==> config.mk <==
export PLATFORM = sky130hd
export DESIGN_NAME = conv_row_scheduler_flat
export DESIGN_NICKNAME = d
export VERILOG_FILES = /design/src/rtl/conv_row_scheduler_if.sv /design/src/rtl/conv_row_scheduler.sv /design/src/flat_wrapper.sv
export SDC_FILE = /design/constraint.sdc
export NUM_CORES = 1
export LEC_CHECK = 0
export ABC_CLOCK_PERIOD_IN_PS = 3100
export BUFFER_PORTS_ARGS = -buffer_cell sky130_fd_sc_hd__clkbuf_2
export CAP_MARGIN = 25
export CORE_MARGIN = 2
export CORE_UTILIZATION = 55
export DETAILED_ROUTE_END_ITERATION = 6
export PLACE_DENSITY = 0.78
export SYNTH_ARGS = -nofsm -noshare
export SYNTH_HDL_FRONTEND = slang
export SYNTH_SLANG_ARGS = --single-unit
==> constraint.sdc <==
create_clock -name clk -period 3.1 [get_ports clk]
set_input_delay 0.155 -clock clk [delete_from_list [all_inputs] [get_ports clk]]
set_output_delay 0.155 -clock clk [all_outputs]
set_load 0.01 [all_outputs]
==> src/rtl/conv_row_scheduler_if.sv <==
// Pixel stream in, window/enable stream out, between the row scheduler and the PE/adder datapath.
// Handshake: a pixel transfers on a rising clk edge where pix_valid && pix_ready; pix_data is stable while pix_valid is high and unaccepted; results carry no ready.
interface conv_row_scheduler_if #(
  parameter int DATA_WIDTH  = 8,
  parameter int KERNEL_SIZE = 3
);
  logic                              pix_valid;
  logic                              pix_ready;
  logic [DATA_WIDTH-1:0]             pix_data;
  logic [DATA_WIDTH*KERNEL_SIZE-1:0] win_data;
  logic                              pe_en;
  logic                              adder_en;
  logic                              res_valid;
  logic                              res_last;

  modport master (
    input  pix_valid, pix_data,
    output pix_ready, win_data, pe_en, adder_en, res_valid, res_last
  );

  modport slave (
    output pix_valid, pix_data,
    input  pix_ready, win_data, pe_en, adder_en, res_valid, res_last
  );
endinterface

==> src/rtl/conv_row_scheduler.sv <==
// Row scheduler: builds a KERNEL_SIZE sliding window from a pixel stream and times
// pe_en / adder_en / res_valid / res_last through the PE and adder_tree latencies.
module conv_row_scheduler #(
  parameter int KERNEL_SIZE   = 3,
  parameter int DATA_WIDTH    = 8,
  parameter int ROW_LEN_WIDTH = 12,
  parameter int PE_LATENCY    = 1,
  parameter int ADDER_LATENCY = 2
) (
  input  logic                     clk,
  input  logic                     rstn,
  input  logic                     start,
  input  logic [ROW_LEN_WIDTH-1:0] row_len,
  output logic                     cfg_err,
  output logic                     busy,
  output logic                     done,
  output logic [2:0]               state_dbg,
  conv_row_scheduler_if.master     bus
);

  localparam int WW = DATA_WIDTH * KERNEL_SIZE;
  localparam logic [ROW_LEN_WIDTH-1:0] K_LEN     = ROW_LEN_WIDTH'(KERNEL_SIZE);
  localparam logic [ROW_LEN_WIDTH-1:0] FILL_LAST = ROW_LEN_WIDTH'(KERNEL_SIZE - 2);

  typedef enum logic [2:0] {
    IDLE  = 3'd0,
    FILL  = 3'd1,
    RUN   = 3'd2,
    DRAIN = 3'd3,
    DONE  = 3'd4
  } state_t;

  state_t state, state_n;

  logic [ROW_LEN_WIDTH-1:0] row_len_q;
  logic [ROW_LEN_WIDTH-1:0] fill_cnt;
  logic [ROW_LEN_WIDTH-1:0] win_cnt;
  logic [WW-1:0]            win_q;
  logic                     pe_en_q;
  logic                     pe_last_q;
  logic [PE_LATENCY-1:0]    pe_dly;
  logic [PE_LATENCY-1:0]    pe_last_dly;
  logic [ADDER_LATENCY-1:0] add_dly;
  logic [ADDER_LATENCY-1:0] add_last_dly;

  logic pix_ready_w;
  logic hs;
  logic start_ok;
  logic last_win;
  logic res_last_w;

  assign pix_ready_w = (state == FILL) || (state == RUN);
  assign hs          = bus.pix_valid && pix_ready_w;
  assign start_ok    = start && (row_len >= K_LEN);
  // row_len_q >= K_LEN is guaranteed once a row is accepted, so this cannot underflow.
  assign last_win    = (win_cnt == (row_len_q - K_LEN));
  assign res_last_w  = add_last_dly[ADDER_LATENCY-1];

  // State register
  always_ff @(posedge clk or negedge rstn) begin
    if (!rstn) state <= IDLE;
    else       state <= state_n;
  end

  // Next-state logic
  always_comb begin
    state_n = state;
    unique case (state)
      IDLE:  if (start_ok)                       state_n = FILL;
      FILL:  if (hs && (fill_cnt == FILL_LAST))  state_n = RUN;
      RUN:   if (hs && last_win)                 state_n = DRAIN;
      DRAIN: if (res_last_w)                     state_n = DONE;
      DONE:                                      state_n = IDLE;
      default:                                   state_n = IDLE;
    endcase
  end

  // Row configuration, counters and the sliding window
  always_ff @(posedge clk or negedge rstn) begin
    if (!rstn) begin
      cfg_err   <= 1'b0;
      row_len_q <= '0;
      fill_cnt  <= '0;
      win_cnt   <= '0;
      win_q     <= '0;
    end else begin
      cfg_err <= (state == IDLE) && start && (row_len < K_LEN);
      if ((state == IDLE) && start_ok) begin
        row_len_q <= row_len;
        fill_cnt  <= '0;
        win_cnt   <= '0;
        win_q     <= '0;
      end
      if (hs) win_q <= {win_q[WW-DATA_WIDTH-1:0], bus.pix_data};
      if (hs && (state == FILL)) fill_cnt <= fill_cnt + 1'b1;
      if (hs && (state == RUN))  win_cnt  <= win_cnt + 1'b1;
    end
  end

  // Enable pipeline; the last flag rides alongside each enable stage
  always_ff @(posedge clk or negedge rstn) begin
    if (!rstn) begin
      pe_en_q      <= 1'b0;
      pe_last_q    <= 1'b0;
      pe_dly       <= '0;
      pe_last_dly  <= '0;
      add_dly      <= '0;
      add_last_dly <= '0;
    end else begin
      pe_en_q   <= hs && (state == RUN);
      pe_last_q <= hs && (state == RUN) && last_win;

      pe_dly[0]      <= pe_en_q;
      pe_last_dly[0] <= pe_last_q;
      for (int i = 1; i < PE_LATENCY; i++) begin
        pe_dly[i]      <= pe_dly[i-1];
        pe_last_dly[i] <= pe_last_dly[i-1];
      end

      add_dly[0]      <= pe_dly[PE_LATENCY-1];
      add_last_dly[0] <= pe_last_dly[PE_LATENCY-1];
      for (int i = 1; i < ADDER_LATENCY; i++) begin
        add_dly[i]      <= add_dly[i-1];
        add_last_dly[i] <= add_last_dly[i-1];
      end
    end
  end

  assign busy      = (state != IDLE);
  assign done      = (state == DONE);
  assign state_dbg = state;

  assign bus.pix_ready = pix_ready_w;
  assign bus.win_data  = win_q;
  assign bus.pe_en     = pe_en_q;
  assign bus.adder_en  = pe_dly[PE_LATENCY-1];
  assign bus.res_valid = add_dly[ADDER_LATENCY-1];
  assign bus.res_last  = res_last_w;

endmodule

==> src/flat_wrapper.sv <==
// flat-port wrapper written by rule: the top's interface ports become plain ports
module conv_row_scheduler_flat 
#(
  parameter int KERNEL_SIZE   = 3,
  parameter int DATA_WIDTH    = 8,
  parameter int ROW_LEN_WIDTH = 12,
  parameter int PE_LATENCY    = 1,
  parameter int ADDER_LATENCY = 2
)
  (clk, rstn, start, row_len, cfg_err, busy, done, state_dbg, bus_pix_valid, bus_pix_data, bus_pix_ready, bus_win_data, bus_pe_en, bus_adder_en, bus_res_valid, bus_res_last);
  conv_row_scheduler_if #(.DATA_WIDTH(DATA_WIDTH), .KERNEL_SIZE(KERNEL_SIZE)) bus_i ();
  input  logic clk;
  input  logic rstn;
  input  logic start;
  input  logic [ROW_LEN_WIDTH-1:0] row_len;
  output logic cfg_err;
  output logic busy;
  output logic done;
  output logic [2:0] state_dbg;
  input wire logic [$bits(bus_i.pix_valid)-1:0] bus_pix_valid;
  input wire logic [$bits(bus_i.pix_data)-1:0] bus_pix_data;
  output wire logic [$bits(bus_i.pix_ready)-1:0] bus_pix_ready;
  output wire logic [$bits(bus_i.win_data)-1:0] bus_win_data;
  output wire logic [$bits(bus_i.pe_en)-1:0] bus_pe_en;
  output wire logic [$bits(bus_i.adder_en)-1:0] bus_adder_en;
  output wire logic [$bits(bus_i.res_valid)-1:0] bus_res_valid;
  output wire logic [$bits(bus_i.res_last)-1:0] bus_res_last;
  assign bus_i.pix_valid = bus_pix_valid;
  assign bus_i.pix_data = bus_pix_data;
  assign bus_pix_ready = bus_i.pix_ready;
  assign bus_win_data = bus_i.win_data;
  assign bus_pe_en = bus_i.pe_en;
  assign bus_adder_en = bus_i.adder_en;
  assign bus_res_valid = bus_i.res_valid;
  assign bus_res_last = bus_i.res_last;
  conv_row_scheduler #(.KERNEL_SIZE(KERNEL_SIZE), .DATA_WIDTH(DATA_WIDTH), .ROW_LEN_WIDTH(ROW_LEN_WIDTH), .PE_LATENCY(PE_LATENCY), .ADDER_LATENCY(ADDER_LATENCY)) u_core (.clk(clk), .rstn(rstn), .start(start), .row_len(row_len), .cfg_err(cfg_err), .busy(busy), .done(done), .state_dbg(state_dbg), .bus(bus_i));
endmodule
==> results.txt <==
Area contributors post-synth: dfrtp_1 52%, nand2_1 12%, nand3_1 6.0%, o21ai_0 4.6%, xnor2_1 2.5%
Total GRT Usage: 23.3%
Die W: 83.5 um
slew of the pin with the lowest slew margin: 890 ps
total congestion overflow: 0
share of cells above drive strength 1: 18.3%
DR DRC count: 0
Net Sw Power: 1270 uW
top post-synthesis cells by count: 114 x nand2_1, 72 x dfrtp_1, 42 x nand3_1
CP required: 3350 ps
TritonRoute pass-1 iters: 5
CTS clk-pin slew, worst paths: 70 ps
H-tree levels: 3
worst clock skew: 5.04 ps
crit path capture type: flop
I/O pin count: 59
Place WS: 752 ps
row count: 28
GPL Wtd Cong: 0.839
internal power: 2090 uW
synthesized instance count: 389
commonest register cell after synthesis: dfrtp_1
share of the synthesized area in the top cell type: 51.8%
Vias/cell: 5.77
TritonCTS clock tree: yes
critical path arrival: 2640 ps
status: finished clean
max-cap viol count: 0
PD cells: 828 nW/um2
Max Buffers Root-to-Sink: 2
Area growth syn-to-layout: 16.5%
number of synthesized flops with an enable pin: 0
starting density of the core: 57.7%
fin util: 67.3%
worst min path class: in2async
Syn Nets: 417
final worst-path setup slack: 714 ps
Final Hold Viols: 0
vias in the first global route: 2867
initial antenna violation count: 0
Lkg Pwr: 0.00203 uW
part of the Yosys area used for sequential elements: 51.8%
CTS Sinks: 72
syn avg cell area: 8.94 um2
flops & latches, synth: 72
die area: 6980 um2
combinational share of power: 34.2%
ANT cells: 0
CTS Buf Count: 9
CP Launch Type: flop
slew margin rel.: 40.7%
Vias: 3045
placed cell count: 507
Seq pwr share: 44.3%
final net count: 478
pin count of the biggest net entering global routing: 73
Die Ht: 83.5 um
ys async rst share: 100%
critical path type: reg2reg
fmax: 419 MHz
crit path max fanout: 10
setup TNS: 0 ps
postcts setup bufs: 0
synth unique cells: 43
Final Setup Violations: 0
RSZ-0062 raised after global routing: no
PortBufs: 58
Tcrit/Tclk final: 77.0%
VDD IR-drop max: 0.536 mV
worst skew pair latency: 350 ps
clock power share: 21.5%
Final min period: 2390 ps
core area: 6030 um2
detailed placement HPWL: 5240 um
drt total wl: 7670 um
most common cell in the netlist: nand2_1
first-pass GRT wire length: 13200 um
switching portion of total power: 37.8%
final slew viol count: 0
per-cell routed wire length: 14.5 um
ANT nets after route: 0
fin cells: 528
root buf cell: clkbuf_8
Netlist Area Pre-Place: 3480 um2
Yosys top cell by area: dfrtp_1
First DRT Iteration DRCs: 197
yosys warns: 0
## metrics by stage
step,hold slack [ps],total power (uW),instance area (um2)
final,3.43,3360,4050
after global routing,18.4,3590,4050
after CTS,0.872,3370,4050
after detailed placement,336,2640,3800
after global placement,336,2590,3800
after floorplan,-141,2270,3480
## worst max-delay path: stages, from the launching register on
cell	delay, ps
dfrtp_1	460
ha_1	370
or3b_2	500
a221oi_1	280
a21oi_1	70
nor3_1	230
nand3_1	130
nor4b_2	250
## layer usage
layer / vias to the layer above / track usage (%) / share of wire [%]
met1: 1474 / 31.2 / 45
met5: - / 0 / 0
li1: 1468 / - / -
met4: 0 / 12.2 / 2.2
met2: 83 / 36.6 / 49
met3: 20 / 4.15 / 4.2
## worst paths after layout
| kind | start | to | slack [ps] | cells past startpoint |
|---|---|---|---|---|
| max reg2reg | u_core.row_len_q[0] | u_core.pe_last_q | 710 | 7 |
| max in group asynchronous | rstn | u_core.row_len_q[6] | 2510 | 2 |
| min reg2reg | u_core.pe_last_dly | u_core.add_last_dly[0] | 350 | 0 |
| min in group clk | bus_pix_data[7] | u_core.bus.win_data[7] | 20 | 3 |
| max | u_core.row_len_q[0] | u_core.pe_last_q | 710 | 7 |
| min | rstn | u_core.state_dbg[1] | 3 | 2 |
## power by group through the flow
stage	logic, uW	clock network, uW	registers [uW]
after floorplan	771	0	1500
after global placement	1100	0	1490
after detailed placement	1140	0	1500
after CTS	1150	739	1480
after global routing	1280	777	1530
final	1150	722	1490
## what timing repair did
action                    in CTS  in global routing
hold buffers                   7                  0
resized for setup              0                  0
hold endpoints to repair       7                  0
## final cells by class
cell class / instances / area (um2)
repair buffers: 68 / 383
multi-input cells: 293 / 1570
clock inverters: 3 / 43.8
clock buffers: 11 / 141
flip-flops and latches: 72 / 1800
fillers: 485 / 1970
inverters: 6 / 22.5
well taps: 75 / 93.8
## state kept, by name (all words and copies together) (netlist names)
| signal | count |
|---|---|
| u_core.bus.win_data | 24 |
| u_core.fill_cnt | 12 |
| u_core.row_len_q | 12 |
| u_core.win_cnt | 12 |
| u_core.state_dbg | 3 |
| u_core.add_dly | 2 |
| u_core.add_last_dly | 2 |
| u_core.bus.adder_en | 1 |
| u_core.bus.pe_en | 1 |
| u_core.cfg_err | 1 |
| u_core.pe_last_dly | 1 |
| u_core.pe_last_q | 1 |
## layout by cell type (no fill, tap or decap), types with 6 or more instances in the layout
master and instances:
clkbuf_8 10, nor2_1 12, xnor2_1 10, dfrtp_1 72, dlygate4sd3_1 7, inv_1 6
nor4_1 6, clkbuf_2 57, and3_1 9, xor2_1 6, o21ai_0 32, nand2_1 114
nand4_1 11, nand3_1 42
## cells by family after synthesis
| group | share of synthesized area [%] |
|---|---|
| AOI/OAI and AO/OA | 9.50 |
| xor gates and xnor gates | 4.03 |
| and+or+nand+nor | 29.2 |
| adders and majority gates | 1.44 |
| buffers and inverters | 3.17 |
| muxes | 0.899 |
| DFF | 51.8 |
(Power assumes the default switching activity.)
